===== config.mk =====
export PLATFORM = sky130hd
export DESIGN_NAME = bus_responder_flat
export DESIGN_NICKNAME = d
export VERILOG_FILES = /design/src/rtl/bus_responder_if.sv /design/src/rtl/bus_responder.sv /design/src/flat_wrapper.sv
export SDC_FILE = /design/constraint.sdc
export NUM_CORES = 1
export LEC_CHECK = 0
export CAP_MARGIN = 20
export CORE_UTILIZATION = 38
export CTS_CLUSTER_DIAMETER = 150
export DETAILED_ROUTE_END_ITERATION = 7
export PLACE_DENSITY_LB_ADDON = 0.05
export RECOVER_POWER = 25
export SLEW_MARGIN = 20
export SYNTH_ARGS = -nofsm -noshare
export SYNTH_HDL_FRONTEND = slang
export SYNTH_SLANG_ARGS = --single-unit

===== constraint.sdc =====
create_clock -name clk -period 1.9 [get_ports clk]
set_clock_uncertainty 0.1 [all_clocks]
set_input_delay 0.475 -clock clk [delete_from_list [all_inputs] [get_ports clk]]
set_output_delay 0.475 -clock clk [all_outputs]
set_load 0.005 [all_outputs]

===== src/rtl/bus_responder_if.sv =====
// -----------------------------------------------------------------------------
// bus_responder_if
// Purpose : CPU-side request strobes plus the memory-backend request/ack
//           handshake used by bus_responder.
// Signals : rd, wr, addr, wdata          CPU request (level strobes + payload)
//           mem_req, mem_we, mem_addr,
//           mem_wdata                    backend request, held until ack/timeout
//           mem_ack, mem_rdata           backend acknowledge and read data
//           cpu_data, cpu_wait,
//           data_valid, bus_err          CPU-facing status and returned byte
// Modports: slave  = the responder, master = the CPU/backend side driving it.
// -----------------------------------------------------------------------------
interface bus_responder_if #(
    parameter int unsigned ADDR_W = 16
);
    logic              rd;
    logic              wr;
    logic [ADDR_W-1:0] addr;
    logic [7:0]        wdata;
    logic              mem_req;
    logic              mem_we;
    logic [ADDR_W-1:0] mem_addr;
    logic [7:0]        mem_wdata;
    logic              mem_ack;
    logic [7:0]        mem_rdata;
    logic [7:0]        cpu_data;
    logic              cpu_wait;
    logic              data_valid;
    logic              bus_err;

    modport slave (
        input  rd, wr, addr, wdata, mem_ack, mem_rdata,
        output mem_req, mem_we, mem_addr, mem_wdata,
        output cpu_data, cpu_wait, data_valid, bus_err
    );

    modport master (
        output rd, wr, addr, wdata, mem_ack, mem_rdata,
        input  mem_req, mem_we, mem_addr, mem_wdata,
        input  cpu_data, cpu_wait, data_valid, bus_err
    );
endinterface


===== src/rtl/bus_responder.sv =====
// -----------------------------------------------------------------------------
// bus_responder
// Purpose : Turns a CPU rd/wr rising edge into one request/acknowledge transfer
//           on the memory backend, then holds the returned byte on cpu_data
//           until the next read. A backend that never acknowledges is cut off
//           after TIMEOUT cycles and reads return OPEN_BUS.
// Ports   : clk        system clock, rising edge
//           rst        asynchronous reset, active-high
//           bus        bus_responder_if.slave (CPU strobes, backend handshake,
//                      cpu_data / cpu_wait / data_valid / bus_err)
// -----------------------------------------------------------------------------
module bus_responder #(
    parameter int unsigned ADDR_W   = 16,
    parameter int unsigned TIMEOUT  = 15,
    parameter logic [7:0]  OPEN_BUS = 8'hFF
) (
    input  logic            clk,
    input  logic            rst,
    bus_responder_if.slave  bus
);
    localparam int unsigned CNT_W = $clog2(TIMEOUT + 1);

    typedef enum logic [1:0] {
        S_IDLE = 2'd0,
        S_REQ  = 2'd1,
        S_DONE = 2'd2
    } state_t;

    state_t            r_state;
    logic              r_rd_q;
    logic              r_wr_q;
    logic [CNT_W-1:0]  r_cnt;
    logic              r_mem_req;
    logic              r_mem_we;
    logic [ADDR_W-1:0] r_mem_addr;
    logic [7:0]        r_mem_wdata;
    logic [7:0]        r_cpu_data;
    logic              r_cpu_wait;
    logic              r_data_valid;
    logic              r_bus_err;

    logic              w_rd_edge;
    logic              w_wr_edge;
    logic              w_last;

    assign w_rd_edge = bus.rd & ~r_rd_q;
    assign w_wr_edge = bus.wr & ~r_wr_q;
    assign w_last    = (r_cnt == CNT_W'(TIMEOUT - 1));

    // Single-process FSM: IDLE -> REQ -> DONE -> IDLE, all outputs registered.
    always_ff @(posedge clk or posedge rst) begin
        if (rst) begin
            r_state      <= S_IDLE;
            r_rd_q       <= 1'b0;
            r_wr_q       <= 1'b0;
            r_cnt        <= '0;
            r_mem_req    <= 1'b0;
            r_mem_we     <= 1'b0;
            r_mem_addr   <= '0;
            r_mem_wdata  <= 8'h00;
            r_cpu_data   <= 8'h00;
            r_cpu_wait   <= 1'b0;
            r_data_valid <= 1'b0;
            r_bus_err    <= 1'b0;
        end else begin
            r_rd_q    <= bus.rd;
            r_wr_q    <= bus.wr;
            r_bus_err <= 1'b0;

            case (r_state)
                S_IDLE: begin
                    // Read has priority; a simultaneous write edge is dropped and flagged.
                    if (w_rd_edge) begin
                        r_mem_addr <= bus.addr;
                        r_mem_we   <= 1'b0;
                        r_mem_req  <= 1'b1;
                        r_cpu_wait <= 1'b1;
                        r_cnt      <= '0;
                        r_bus_err  <= w_wr_edge;
                        r_state    <= S_REQ;
                    end else if (w_wr_edge) begin
                        r_mem_addr  <= bus.addr;
                        r_mem_wdata <= bus.wdata;
                        r_mem_we    <= 1'b1;
                        r_mem_req   <= 1'b1;
                        r_cpu_wait  <= 1'b1;
                        r_cnt       <= '0;
                        r_state     <= S_REQ;
                    end
                end

                S_REQ: begin
                    // An ack on the final cycle still wins over the timeout.
                    if (bus.mem_ack) begin
                        r_mem_req    <= 1'b0;
                        r_cpu_wait   <= 1'b0;
                        r_data_valid <= 1'b1;
                        if (!r_mem_we) begin
                            r_cpu_data <= bus.mem_rdata;
                        end
                        r_state <= S_DONE;
                    end else if (w_last) begin
                        r_mem_req    <= 1'b0;
                        r_cpu_wait   <= 1'b0;
                        r_data_valid <= 1'b1;
                        r_bus_err    <= 1'b1;
                        if (!r_mem_we) begin
                            r_cpu_data <= OPEN_BUS;
                        end
                        r_state <= S_DONE;
                    end else begin
                        r_cnt <= r_cnt + CNT_W'(1);
                    end
                end

                S_DONE: begin
                    // Hold the result until the CPU drops both strobes.
                    if (!bus.rd && !bus.wr) begin
                        r_data_valid <= 1'b0;
                        r_state      <= S_IDLE;
                    end
                end

                default: begin
                    r_state <= S_IDLE;
                end
            endcase
        end
    end

    assign bus.mem_req    = r_mem_req;
    assign bus.mem_we     = r_mem_we;
    assign bus.mem_addr   = r_mem_addr;
    assign bus.mem_wdata  = r_mem_wdata;
    assign bus.cpu_data   = r_cpu_data;
    assign bus.cpu_wait   = r_cpu_wait;
    assign bus.data_valid = r_data_valid;
    assign bus.bus_err    = r_bus_err;
endmodule


===== src/flat_wrapper.sv =====
// flat-port wrapper written by rule: the top's interface ports become plain ports
module bus_responder_flat 
#(
    parameter int unsigned ADDR_W   = 16,
    parameter int unsigned TIMEOUT  = 15,
    parameter logic [7:0]  OPEN_BUS = 8'hFF
)
  (clk, rst, bus_rd, bus_wr, bus_addr, bus_wdata, bus_mem_ack, bus_mem_rdata, bus_mem_req, bus_mem_we, bus_mem_addr, bus_mem_wdata, bus_cpu_data, bus_cpu_wait, bus_data_valid, bus_bus_err);
  bus_responder_if #(.ADDR_W(ADDR_W)) bus_i ();
  input  logic clk;
  input  logic rst;
  input wire logic [$bits(bus_i.rd)-1:0] bus_rd;
  input wire logic [$bits(bus_i.wr)-1:0] bus_wr;
  input wire logic [$bits(bus_i.addr)-1:0] bus_addr;
  input wire logic [$bits(bus_i.wdata)-1:0] bus_wdata;
  input wire logic [$bits(bus_i.mem_ack)-1:0] bus_mem_ack;
  input wire logic [$bits(bus_i.mem_rdata)-1:0] bus_mem_rdata;
  output wire logic [$bits(bus_i.mem_req)-1:0] bus_mem_req;
  output wire logic [$bits(bus_i.mem_we)-1:0] bus_mem_we;
  output wire logic [$bits(bus_i.mem_addr)-1:0] bus_mem_addr;
  output wire logic [$bits(bus_i.mem_wdata)-1:0] bus_mem_wdata;
  output wire logic [$bits(bus_i.cpu_data)-1:0] bus_cpu_data;
  output wire logic [$bits(bus_i.cpu_wait)-1:0] bus_cpu_wait;
  output wire logic [$bits(bus_i.data_valid)-1:0] bus_data_valid;
  output wire logic [$bits(bus_i.bus_err)-1:0] bus_bus_err;
  assign bus_i.rd = bus_rd;
  assign bus_i.wr = bus_wr;
  assign bus_i.addr = bus_addr;
  assign bus_i.wdata = bus_wdata;
  assign bus_i.mem_ack = bus_mem_ack;
  assign bus_i.mem_rdata = bus_mem_rdata;
  assign bus_mem_req = bus_i.mem_req;
  assign bus_mem_we = bus_i.mem_we;
  assign bus_mem_addr = bus_i.mem_addr;
  assign bus_mem_wdata = bus_i.mem_wdata;
  assign bus_cpu_data = bus_i.cpu_data;
  assign bus_cpu_wait = bus_i.cpu_wait;
  assign bus_data_valid = bus_i.data_valid;
  assign bus_bus_err = bus_i.bus_err;
  bus_responder #(.ADDR_W(ADDR_W), .TIMEOUT(TIMEOUT), .OPEN_BUS(OPEN_BUS)) u_core (.clk(clk), .rst(rst), .bus(bus_i));
endmodule

==> metrics <==
required time of the critical path=approximately 2 ns; number of slew-limit violations in the final report=0; number of remaining DRC errors=0; finished layout cell area=between 0.002 and 0.003 sq mm; post-synth cell types=27; TritonCTS Sinks=between 40 and 50; Slew HR=60.34%; Die ar.=roughly 0.0049 sq mm; Min Hold Slack=approximately 0.40 ns; hold_buf cts=0; kind of end point of the critical path=flop; adder-cell share of the synthesized area=1.422%; # port buffers=between 70 and 80; average via count per standard cell=just under 5; Power Density=about 1400 mW/mm^2; worst hold start=u_core.bus.cpu_data[5]; critical setup path kind=in2reg; # rows=24; busiest layer in global routing=met2; synthesized area per cell=14.66 sq um; netlist area before placement=roughly 0.0018 sq mm; number of ports placed on the die boundary=74; Detailed Routing Iterations Pass 1=4; Initial Util=between 30% and 40%; share of post-route cells with drive strength above 1=between 20% and 30%; start point of the critical path=bus_wr; per-cell routed wire length=about 14 microns; RSZ-0062 raised after global routing=no; net count of the finished layout=251; largest net degree at the start of global routing=30; number of setup violations in the final report=0; clock insertion delay at the later pin of the skew report=about 0.28 ns; master cell of the clock root buffer=sky130_fd_sc_hd__clkbuf_8; worst path bufs/invs=2; arrival time of data at the critical path endpoint=roughly 1.9 ns; maximum vdd ir drop=0.0008341 V; CTS tree=yes; ANT cells=0; grt met1 use=18.83%; Maximum Capacitance Violations=0; maximum achievable frequency=550.6 MHz; DPL Wire Length=2806 microns; mux share of post-synthesis cell area=about 18%; Critical Path Start Type=primary input; post-layout min period=approximately 1.8 ns; post-route core utilization=~62%; launch point of the worst reg-to-reg path=u_core.r_cnt[0]; number of global-route vias before repair=1420; Cells after Synth=120; cell breakdown of the critical path=clkdlybuf4s50_1 -> nand2b_1 -> a211o_1 -> buf_4 -> nand2_4 -> mux2_2; post-synthesis compound-gate area fraction=roughly 10%; global-route wire length before repair=about 6300 microns; critical path fanouts, max=3; register area share after synthesis=62.59%; delay-heaviest family, CP=buffers and inverters; Hold Vio Cnt, Final=0; #FFs+latches synth=44; met2 GRT Util=27.67%; Syn. warnings=0; number of buffers on the longest clock path=2; Cell Area, Placed=0.002653 sq mm; height of the chip=about 70 microns; total number of H-tree levels=2; worst hold path type=reg2reg; total congestion overflow after global routing=0; actual slew at the worst max-slew pin=slightly below 0.6 ns; portion of the clock cycle consumed by the worst path in the final layout=~96%; setup fix buffers added after clock tree synthesis=0; xor-xnor portion of the synthesized cell area=0%; Worst-path clk slew=0.08 ns; total global-route track usage=around 16%; Area growth syn-to-layout=54.48%; static leakage=1.195 nW; net count after synthesis=159; simple-gate share of the synthesized area=5.690%; post-cts gate resize count=0; weighted congestion reported at the end of routability-driven placement=0.7423; peak per-stage delay on the critical path=0.47 ns; count of nets left with antenna violations after detail routing=0; placeable core area=0.004414 sq mm; largest family of logic cells by synthesized area=multiplexers; met3 demand-to-capacity share in global routing=6.205%; initial antenna violation count=0; Die W=around 70 microns; total wire length after detailed routing=around 3700 microns; run status=completed; slowest cell on the critical path=sky130_fd_sc_hd__clkdlybuf4s50_1; DRC marker count from the first detailed-route iteration=25; DR vias=1311; Fin Setup TNS=0 ns; total CTS buffers=5
-- cell families (layout without fill, tap and decap cells) --
kind of cell	after synthesis	in the layout
AND/OR/NAND/NOR	19	19
multiplexers	25	25
flip-flops	44	44
buffers and inverters	7	99
adder cells (fa/ha/maj)	2	2
AO/OA/AOI/OAI	23	23
-- report_power, final --
group,switching [mW],internal (mW)
logic,0.528,1.22
registers,0.250,1.36
clock network,0.285,0.250
total,1.06,2.83
-- stage by stage --
| stage | setup slack [ns] | power (mW) | cells |
|---|---|---|---|
| 6_report | 0.08364 | 3.896 | 264 |
| 5_1_grt | 0.03198 | 4.153 | 264 |
| 2_1_floorplan | 0.06422 | 2.340 | 120 |
| 3_5_place_dp | -0.2243 | 3.404 | 257 |
| 3_3_place_gp | -0.2019 | 3.341 | 257 |
| 4_1_cts | 0.08928 | 3.963 | 264 |
-- metal layers --
| metal | vias to the layer above | wire length (microns) |
|---|---|---|
| met4 | 0 | 37 |
| li1 | 613 | - |
| met3 | 4 | 238 |
| met2 | 38 | 1886 |
| met1 | 656 | 1531 |
| met5 | - | 0 |
-- cells in the mapped netlist --
cell,count,area share [%]
sky130_fd_sc_hd__o21a_1,2,0.85
sky130_fd_sc_hd__mux2_2,17,11
sky130_fd_sc_hd__o21bai_1,1,0.43
sky130_fd_sc_hd__buf_2,1,0.28
sky130_fd_sc_hd__nand2b_1,3,1.1
sky130_fd_sc_hd__dfrtp_1,44,63
sky130_fd_sc_hd__a21oi_1,2,0.57
sky130_fd_sc_hd__ha_1,2,1.4
sky130_fd_sc_hd__a32o_1,1,0.57
sky130_fd_sc_hd__a211o_1,1,0.50
sky130_fd_sc_hd__buf_4,1,0.43
sky130_fd_sc_hd__nand3_1,1,0.28
sky130_fd_sc_hd__a41oi_1,1,0.50
sky130_fd_sc_hd__o22a_1,8,4.0
sky130_fd_sc_hd__o21ai_0,4,1.1
sky130_fd_sc_hd__buf_6,2,1.3
sky130_fd_sc_hd__nand2_4,1,0.64
sky130_fd_sc_hd__mux2_4,8,6.8
sky130_fd_sc_hd__o32a_1,1,0.57
sky130_fd_sc_hd__a31o_2,1,0.50
sky130_fd_sc_hd__or3_4,1,0.64
sky130_fd_sc_hd__a31oi_1,1,0.36
sky130_fd_sc_hd__nor3_1,2,0.57
sky130_fd_sc_hd__nand2_1,6,1.3
sky130_fd_sc_hd__nor2_1,4,0.85
sky130_fd_sc_hd__inv_1,3,0.64
sky130_fd_sc_hd__and3_1,1,0.36
-- flip-flops by register name, indices dropped and copies added, names as in the netlist --
signal,flops
u_core.r_rd_q,1
u_core.r_cnt,4
u_core.bus.mem_we,1
u_core.bus.cpu_data,8
u_core.r_state,2
u_core.bus.mem_wdata,8
u_core.r_wr_q,1
u_core.bus.data_valid,1
u_core.bus.cpu_wait,1
u_core.bus.bus_err,1
u_core.bus.mem_addr,16
-- path summary, 6_finish.rpt --
path / slack [ns] / depth (start not counted) / endpoint
setup / recovery: 0.08 / 6 / u_core.r_cnt[1]
hold / removal: 0.40 / 1 / u_core.bus.cpu_data[5]
setup reg to reg: 0.12 / 6 / u_core.r_cnt[1]
hold reg to reg: 0.40 / 1 / u_core.bus.cpu_data[5]
max in group asynchronous: 0.22 / 3 / u_core.bus.mem_addr[0]
min in group asynchronous: 0.60 / 2 / u_core.bus.mem_wdata[3]
-- final cells by class --
cell class	count	area (sq um)
clock buffer	6	72.57
clock inverter	1	5.005
fill	364	1697
inverter	3	11.26
multi-input combinational	69	611.8
sequential	44	1101
tap	52	65.06
timing repair buffer	89	850.8
-- worst reg2reg max path: stages (launching register included) --
cell,delay (ns)
sky130_fd_sc_hd__dfrtp_1,0.36
sky130_fd_sc_hd__inv_1,0.05
sky130_fd_sc_hd__ha_1,0.18
sky130_fd_sc_hd__and3_1,0.20
sky130_fd_sc_hd__or3_4,0.39
sky130_fd_sc_hd__nand2_4,0.08
sky130_fd_sc_hd__mux2_2,0.32
-- cells in the final DEF (no fill, tap or decap), drive strengths merged --
cell type	count
a211o	1
a21oi	2
a31o	1
a31oi	1
a32o	1
a41oi	1
and3	1
buf	15
clkbuf	7
clkdlybuf4s50	72
clkinv	1
dfrtp	44
dlygate4sd3	1
ha	2
inv	3
mux2	25
nand2	7
nand2b	3
nand3	1
nor2	4
nor3	2
o21a	2
o21ai	4
o21bai	1
o22a	8
o32a	1
or3	1
Power figures use the tool's default switching activity.
